==> config.mk <==
export PLATFORM = sky130hd
export DESIGN_NAME = inst_fetch
export DESIGN_NICKNAME = d
export VERILOG_FILES = /design/src/rtl/inst_fetch.sv
export SDC_FILE = /design/constraint.sdc
export NUM_CORES = 1
export LEC_CHECK = 0
export ABC_CLOCK_PERIOD_IN_PS = 2600
export CORE_UTILIZATION = 46
export DETAILED_ROUTE_END_ITERATION = 8
export PLACE_DENSITY = 0.8
export SYNTH_ARGS = -nofsm -noshare
export SYNTH_HDL_FRONTEND = slang
export SYNTH_SLANG_ARGS = --single-unit
==> constraint.sdc <==
create_clock -name clk -period 2.6 [get_ports clk]
set_input_delay 0.39 -clock clk [delete_from_list [all_inputs] [get_ports clk]]
set_output_delay 0.39 -clock clk [all_outputs]
set_load 0.01 [all_outputs]
==> src/rtl/inst_fetch.sv <==
// -----------------------------------------------------------------------------
// inst_fetch
//
// Instruction-fetch stage: the initiator side of the instruction-memory
// interface. Owns the program counter, drives the ROM chip-enable and byte
// address, samples the combinational ROM return in the same cycle and
// registers {PC, instruction} into the IF/ID stage for decode.
//
// Handles pipeline stall, exception flush and MIPS-style branch redirection.
// A taken branch that resolves while the pipeline is stalled is remembered in
// a pending register and applied on the first unstalled edge. The instruction
// fetched in the branch cycle is the delay slot and is never killed.
//
// Parameters
//   ADDR_W   - width of PC / ROM address bus
//   INST_W   - width of instruction word
//   RESET_PC - first fetch address after reset
//
// Ports
//   clk             in   pipeline clock, rising edge
//   rst             in   asynchronous, active-low reset
//   stall_i         in   hold PC and IF/ID
//   flush_i         in   exception flush: redirect to new_pc_i, kill IF/ID
//   new_pc_i        in   exception handler / ERET target
//   branch_flag_i   in   branch/jump resolved taken in decode
//   branch_target_i in   branch/jump target
//   rom_ce_o        out  ROM chip enable
//   rom_addr_o      out  byte fetch address (= PC)
//   rom_inst_i      in   ROM read data, combinational from rom_addr_o
//   id_pc_o         out  PC of the instruction held in IF/ID
//   id_inst_o       out  instruction held in IF/ID
//   id_valid_o      out  IF/ID holds a real fetched instruction
//
// Optional feature (macro INST_FETCH_PERF_EN)
//   fetch_cnt_o     out  32-bit count of unstalled, unflushed fetch edges
//   stall_cnt_o     out  32-bit count of stalled edges
// -----------------------------------------------------------------------------
module inst_fetch #(
  parameter int                 ADDR_W   = 32,
  parameter int                 INST_W   = 32,
  parameter logic [ADDR_W-1:0]  RESET_PC = '0
) (
  input  logic              clk,
  input  logic              rst,
  input  logic              stall_i,
  input  logic              flush_i,
  input  logic [ADDR_W-1:0] new_pc_i,
  input  logic              branch_flag_i,
  input  logic [ADDR_W-1:0] branch_target_i,
  output logic              rom_ce_o,
  output logic [ADDR_W-1:0] rom_addr_o,
  input  logic [INST_W-1:0] rom_inst_i,
  output logic [ADDR_W-1:0] id_pc_o,
  output logic [INST_W-1:0] id_inst_o,
  output logic              id_valid_o
`ifdef INST_FETCH_PERF_EN
  ,
  output logic [31:0]       fetch_cnt_o,
  output logic [31:0]       stall_cnt_o
`endif
);

  // Source of the next PC, in priority order. IDLE covers the start-up
  // cycle(s) before the chip enable has come up.
  typedef enum logic [2:0] {
    SEL_IDLE,
    SEL_FLUSH,
    SEL_STALL,
    SEL_PEND,
    SEL_BRANCH,
    SEL_SEQ
  } pc_sel_e;

  // Redirect targets are forced word-aligned.
  function automatic logic [ADDR_W-1:0] align(input logic [ADDR_W-1:0] a);
    align = {a[ADDR_W-1:2], 2'b00};
  endfunction

  pc_sel_e           pc_sel;

  logic              ce_q;
  logic [ADDR_W-1:0] pc_q,       pc_d;
  logic              pend_q,     pend_d;
  logic [ADDR_W-1:0] pend_tgt_q, pend_tgt_d;

  logic [ADDR_W-1:0] id_pc_d;
  logic [INST_W-1:0] id_inst_d;
  logic              id_valid_d;

  assign rom_ce_o   = ce_q;
  assign rom_addr_o = pc_q;

  // ---------------------------------------------------------------------------
  // Next-PC selection
  // ---------------------------------------------------------------------------
  always_comb begin
    pc_sel = SEL_IDLE;
    if (ce_q) begin
      if (flush_i)            pc_sel = SEL_FLUSH;
      else if (stall_i)       pc_sel = SEL_STALL;
      else if (pend_q)        pc_sel = SEL_PEND;
      else if (branch_flag_i) pc_sel = SEL_BRANCH;
      else                    pc_sel = SEL_SEQ;
    end
  end

  always_comb begin
    // NOTE: every combinationally written signal gets a default first, so no
    // path through the case below can leave it unassigned and infer a latch.
    pc_d       = pc_q;
    pend_d     = pend_q;
    pend_tgt_d = pend_tgt_q;
    unique case (pc_sel)
      SEL_IDLE: ;
      SEL_FLUSH: begin
        // An exception discards any branch remembered during a stall.
        pc_d   = align(new_pc_i);
        pend_d = 1'b0;
      end
      SEL_STALL: begin
        // PC holds; a branch resolving now is remembered. A later branch in
        // the same stall overwrites the earlier target.
        if (branch_flag_i) begin
          pend_d     = 1'b1;
          pend_tgt_d = align(branch_target_i);
        end
      end
      SEL_PEND: begin
        pc_d   = pend_tgt_q;
        pend_d = 1'b0;
      end
      SEL_BRANCH: pc_d = align(branch_target_i);
      SEL_SEQ:    pc_d = pc_q + ADDR_W'(4);  // wraps modulo 2^ADDR_W
      default: ;
    endcase
  end

  // ---------------------------------------------------------------------------
  // IF/ID next value. The delay-slot instruction (fetched while the branch is
  // being taken) is loaded like any other; only flush kills the stage.
  // ---------------------------------------------------------------------------
  always_comb begin
    id_pc_d    = id_pc_o;
    id_inst_d  = id_inst_o;
    id_valid_d = id_valid_o;
    if (flush_i) begin
      id_pc_d    = '0;
      id_inst_d  = '0;
      id_valid_d = 1'b0;
    end else if (!stall_i) begin
      id_pc_d    = pc_q;
      // Before the ROM is enabled its return is meaningless: insert a bubble.
      id_inst_d  = ce_q ? rom_inst_i : '0;
      id_valid_d = ce_q;
    end
  end

  // ---------------------------------------------------------------------------
  // State registers
  // ---------------------------------------------------------------------------
  // NOTE: sequential state uses non-blocking assignments so every register
  // samples the pre-edge values of the others, independent of block order.
  always_ff @(posedge clk or negedge rst) begin
    if (!rst) begin
      ce_q       <= 1'b0;
      pc_q       <= RESET_PC;
      pend_q     <= 1'b0;
      pend_tgt_q <= '0;
      id_pc_o    <= '0;
      id_inst_o  <= '0;
      id_valid_o <= 1'b0;
    end else begin
      // Chip enable comes up on the first edge after reset and stays up.
      ce_q       <= 1'b1;
      pc_q       <= pc_d;
      pend_q     <= pend_d;
      pend_tgt_q <= pend_tgt_d;
      id_pc_o    <= id_pc_d;
      id_inst_o  <= id_inst_d;
      id_valid_o <= id_valid_d;
    end
  end

`ifdef INST_FETCH_PERF_EN
  // ---------------------------------------------------------------------------
  // Performance counters; both wrap silently.
  // ---------------------------------------------------------------------------
  always_ff @(posedge clk or negedge rst) begin
    if (!rst) begin
      fetch_cnt_o <= '0;
      stall_cnt_o <= '0;
    end else begin
      if (ce_q && !stall_i && !flush_i) fetch_cnt_o <= fetch_cnt_o + 32'd1;
      if (ce_q && stall_i)              stall_cnt_o <= stall_cnt_o + 32'd1;
    end
  end
`endif

endmodule

==> reports/metrics.cfg <==
[critical_path]
worst-endpoint-required_ns = 2.89
critical_path_class = reg2reg
critPathMaxFanout = 7
cp-start-kind = flip-flop
crit_path_end_kind = flip-flop
reg2reg_slack_ns = 0.25
worst_ep_arrival_time_ns = 2.64
cp-startpoint = rom_addr_o[8]
crit_end = rom_addr_o[31]
r2r_cells = 5
reg2reg_to = rom_addr_o[31]
r2r-start = rom_addr_o[8]

[drt]
top_layer = met4
wl_met3_um = 1820
routed_wl_um = 18400
drtIter0Drc = 389
met2_length_um = 8670
route.detailed.drc = 0
drt_first_pass_iters = 5
via_per_inst = 5.90
drt-met1-wl_um = 7530
ant_nets = 0
dr_total_vias = 5527
drt-wirelength-per-cell_um = 19.7

[cells_and_area]
antennaDiodeCount = 0
areaGrowthSynthToFinish_pct = 46.3
nNetsFinal = 854
drive_gt1_share_pct = 13.9

[sta]
tightest_slew_ns = 0.653
hold_slack_ns = 0.503
rsz0062_at_grt = no
fin_worst_skew_ns = 0.00703
period_minus_slack_ns = 2.35
fin_crit_sh_pct = 90.5
slew_headroom_pct = 56.4
slew_viol_final = 0
fmax_mhz = 425
setup_viol = 0
finalHoldViolCount = 0
setup_tns_ns = 0

[die]
io_pins = 199
row_count = 41
start_util_pct = 47.2
die_area_um2 = 13500
core_um2 = 12700
dieHeight_um = 116
die-width_um = 116

[global_route]
grt_overflow = 0
grt_pass1_wl_um = 28900
grt_usage_pct = 28.6
antenna_found_initial = 0
grt_max_degree = 59
grt_pass1_vias = 5513

[synth]
yosysSeqAreaShare_pct = 52.3
synth_xor_area_share_pct = 0.732
syn_inst = 556
synth_ff_type = dfrtp_1
avgSynthCellArea_um2 = 10.8
synth_edf_count = 0
ys_types = 57
yosys_warnings = 0
synth_mux_area_share_pct = 11.0
synthAdderAreaFrac_pct = 0.209
yosys.area.top_type = dfrtp_1
synth_simple_gate_area_share_pct = 13.7
synth_compound_area_share_pct = 18.1
synthArstFlopShare_pct = 100
synth-seq-cells = 125
syn-cell-area_um2 = 5980
synth_top_area_share_pct = 52.3
synth_top_family_by_area = compound AO/OA/AOI/OAI gates
synth_area_leaders = dfrtp_1 52%, mux2_2 5.6%, mux2i_1 5.2%

[run_status]
status = finished clean

[clocking]
clk_pin_slew_worst_paths_ns = 0.06
htree_levels = 4
cts_buffer_depth = 2
cts_buffers = 17
cts_sinks = 125
postCtsResizedCells = 0
root_buffer = clkbuf_16
clkLatencyLatePin_ns = 0.41
cts_tree = done

[power_and_ir_drop]
clkPwrFrac_pct = 37.3
powerDensity_nw_per_um2 = 640
p_seq_share_pct = 42.6
intPower_w = 0.00401
power.switching_w = 0.00160
comb_power_share_pct = 20.1
swShare_pct = 28.5
ir_worst_vdd_mv = 0.355
leakagePower_nw = 3.75

[min_path]
hold_depth = 1
hp-class = reg2reg

[placed_design]
port_buffers = 190
place_congestion = 0.868
dp_hpwl_um = 13100

[flow_run]
max_cap_violations = 0

## sequential cells by signal (all words and copies together), names as in the netlist
name	count
id_valid_o	1
pend_tgt_q	30
id_inst_o	32
id_pc_o	30
rom_ce_o	1
rom_addr_o	30
pend_q	1
## cells in the mapped netlist, types with 5 or more instances
cell      number
dfrtp_1      125
nor2_1        62
clkbuf_1      36
a22o_1        33
nand2_1       32
mux2i_1       31
o21ai_0       31
mux2_2        30
a221oi_1      16
nor3_1        13
a221o_1       11
a21oi_1       10
nand4_1       10
a31oi_1        8
nand3_1        8
buf_2          6
and3_1         5
buf_1          5
o22ai_1        5
o311ai_0       5
## power groups by stage
stage	Sequential, W	Combinational (W)	Clock [W]
finish	0.00239	0.00113	0.00209
global route	0.00242	0.00121	0.00222
CTS	0.00238	0.00113	0.00212
detailed placement	0.00241	0.00112	0
global placement	0.00240	0.00109	0
floorplan	0.00242	0.000447	0
## repair_timing
| action | 4_1_cts | 5_1_grt |
|---|---|---|
| hold buffers | 1 | 0 |
| buffers inserted | 0 | 0 |
| hold endpoints to repair | 40 | 0 |
## how the worst min path moves through the flow
stage | from | endpoint
finish | id_inst_o[30] | id_inst_o[30]
global route | id_inst_o[30] | id_inst_o[30]
CTS | pend_tgt_q[6] | pend_tgt_q[6]
detailed placement | rst | id_pc_o[4]
global placement | rst | id_pc_o[4]
floorplan | rst | id_inst_o[0]
## per-stage QoR
stage               instances  util, %  setup WS [ns]  cell area, um^2  power, W
floorplan                 559        -          0.398             5990   0.00287
global placement          904     64.8          0.189             8220   0.00349
detailed placement        904     64.8          0.144             8220   0.00353
CTS                       936     69.1          0.249             8750   0.00563
global route              936     69.1          0.152             8750   0.00585
finish                    936     69.1          0.246             8750   0.00560
## area by class of cell
class                      count  area [um^2]
fill                         966         3920
sequential                   125         3130
multi-input combinational    379         2650
timing repair buffer         225         2220
clock buffer                  17          425
tap                          172          215
clock inverter                14         98.8
inverter                       4         15.0
## layer usage
metal	up-vias	track usage (%)
met5	-	0
met1	2706	37.2
li1	2479	-
met4	0	9.91
met3	35	8.32
met2	307	45.7
## critical path, cell delays in order, from the launching register on
cell     delay (ns)
dfrtp_1        0.47
nand3_2        0.21
or4_4          0.62
nor4_2         0.30
mux2_1         0.35
a221o_1        0.29
## logic make-up (layout without fill, tap and decap cells)
group | after synthesis | after routing
xor+xnor | 5 | 5
other cells | 2 | 5
mux | 62 | 62
fa+ha+maj | 1 | 1
flops | 125 | 125
buf+inv | 55 | 260
compound gates | 145 | 145
simple gates | 161 | 161
## layout by cell type, fill, tap and decap left out, types with 3 or more instances in the layout
| cell type | n |
|---|---|
| a32oi_1 | 4 |
| clkinv_2 | 4 |
| o21ai_0 | 31 |
| o22ai_1 | 5 |
| xor2_1 | 4 |
| nor3_1 | 13 |
| a221o_1 | 11 |
| nor2_1 | 62 |
| o211ai_1 | 4 |
| dfrtp_1 | 125 |
| and4_1 | 4 |
| nand2b_1 | 4 |
| a22o_1 | 33 |
| nand4_1 | 10 |
| nor2b_1 | 3 |
| nor4_1 | 4 |
| clkinvlp_4 | 7 |
| conb_1 | 5 |
| o311ai_0 | 5 |
| nand3_1 | 8 |
| buf_4 | 30 |
| mux2i_1 | 31 |
| buf_12 | 5 |
| clkdlybuf4s50_1 | 188 |
| mux2_2 | 30 |
| a31oi_1 | 8 |
| clkbuf_16 | 17 |
| a22oi_1 | 3 |
| a221oi_1 | 16 |
| nand2_1 | 32 |
| a21oi_1 | 10 |
| inv_1 | 4 |
| and3_1 | 5 |
No activity file was read; power rests on OpenSTA's default activity.
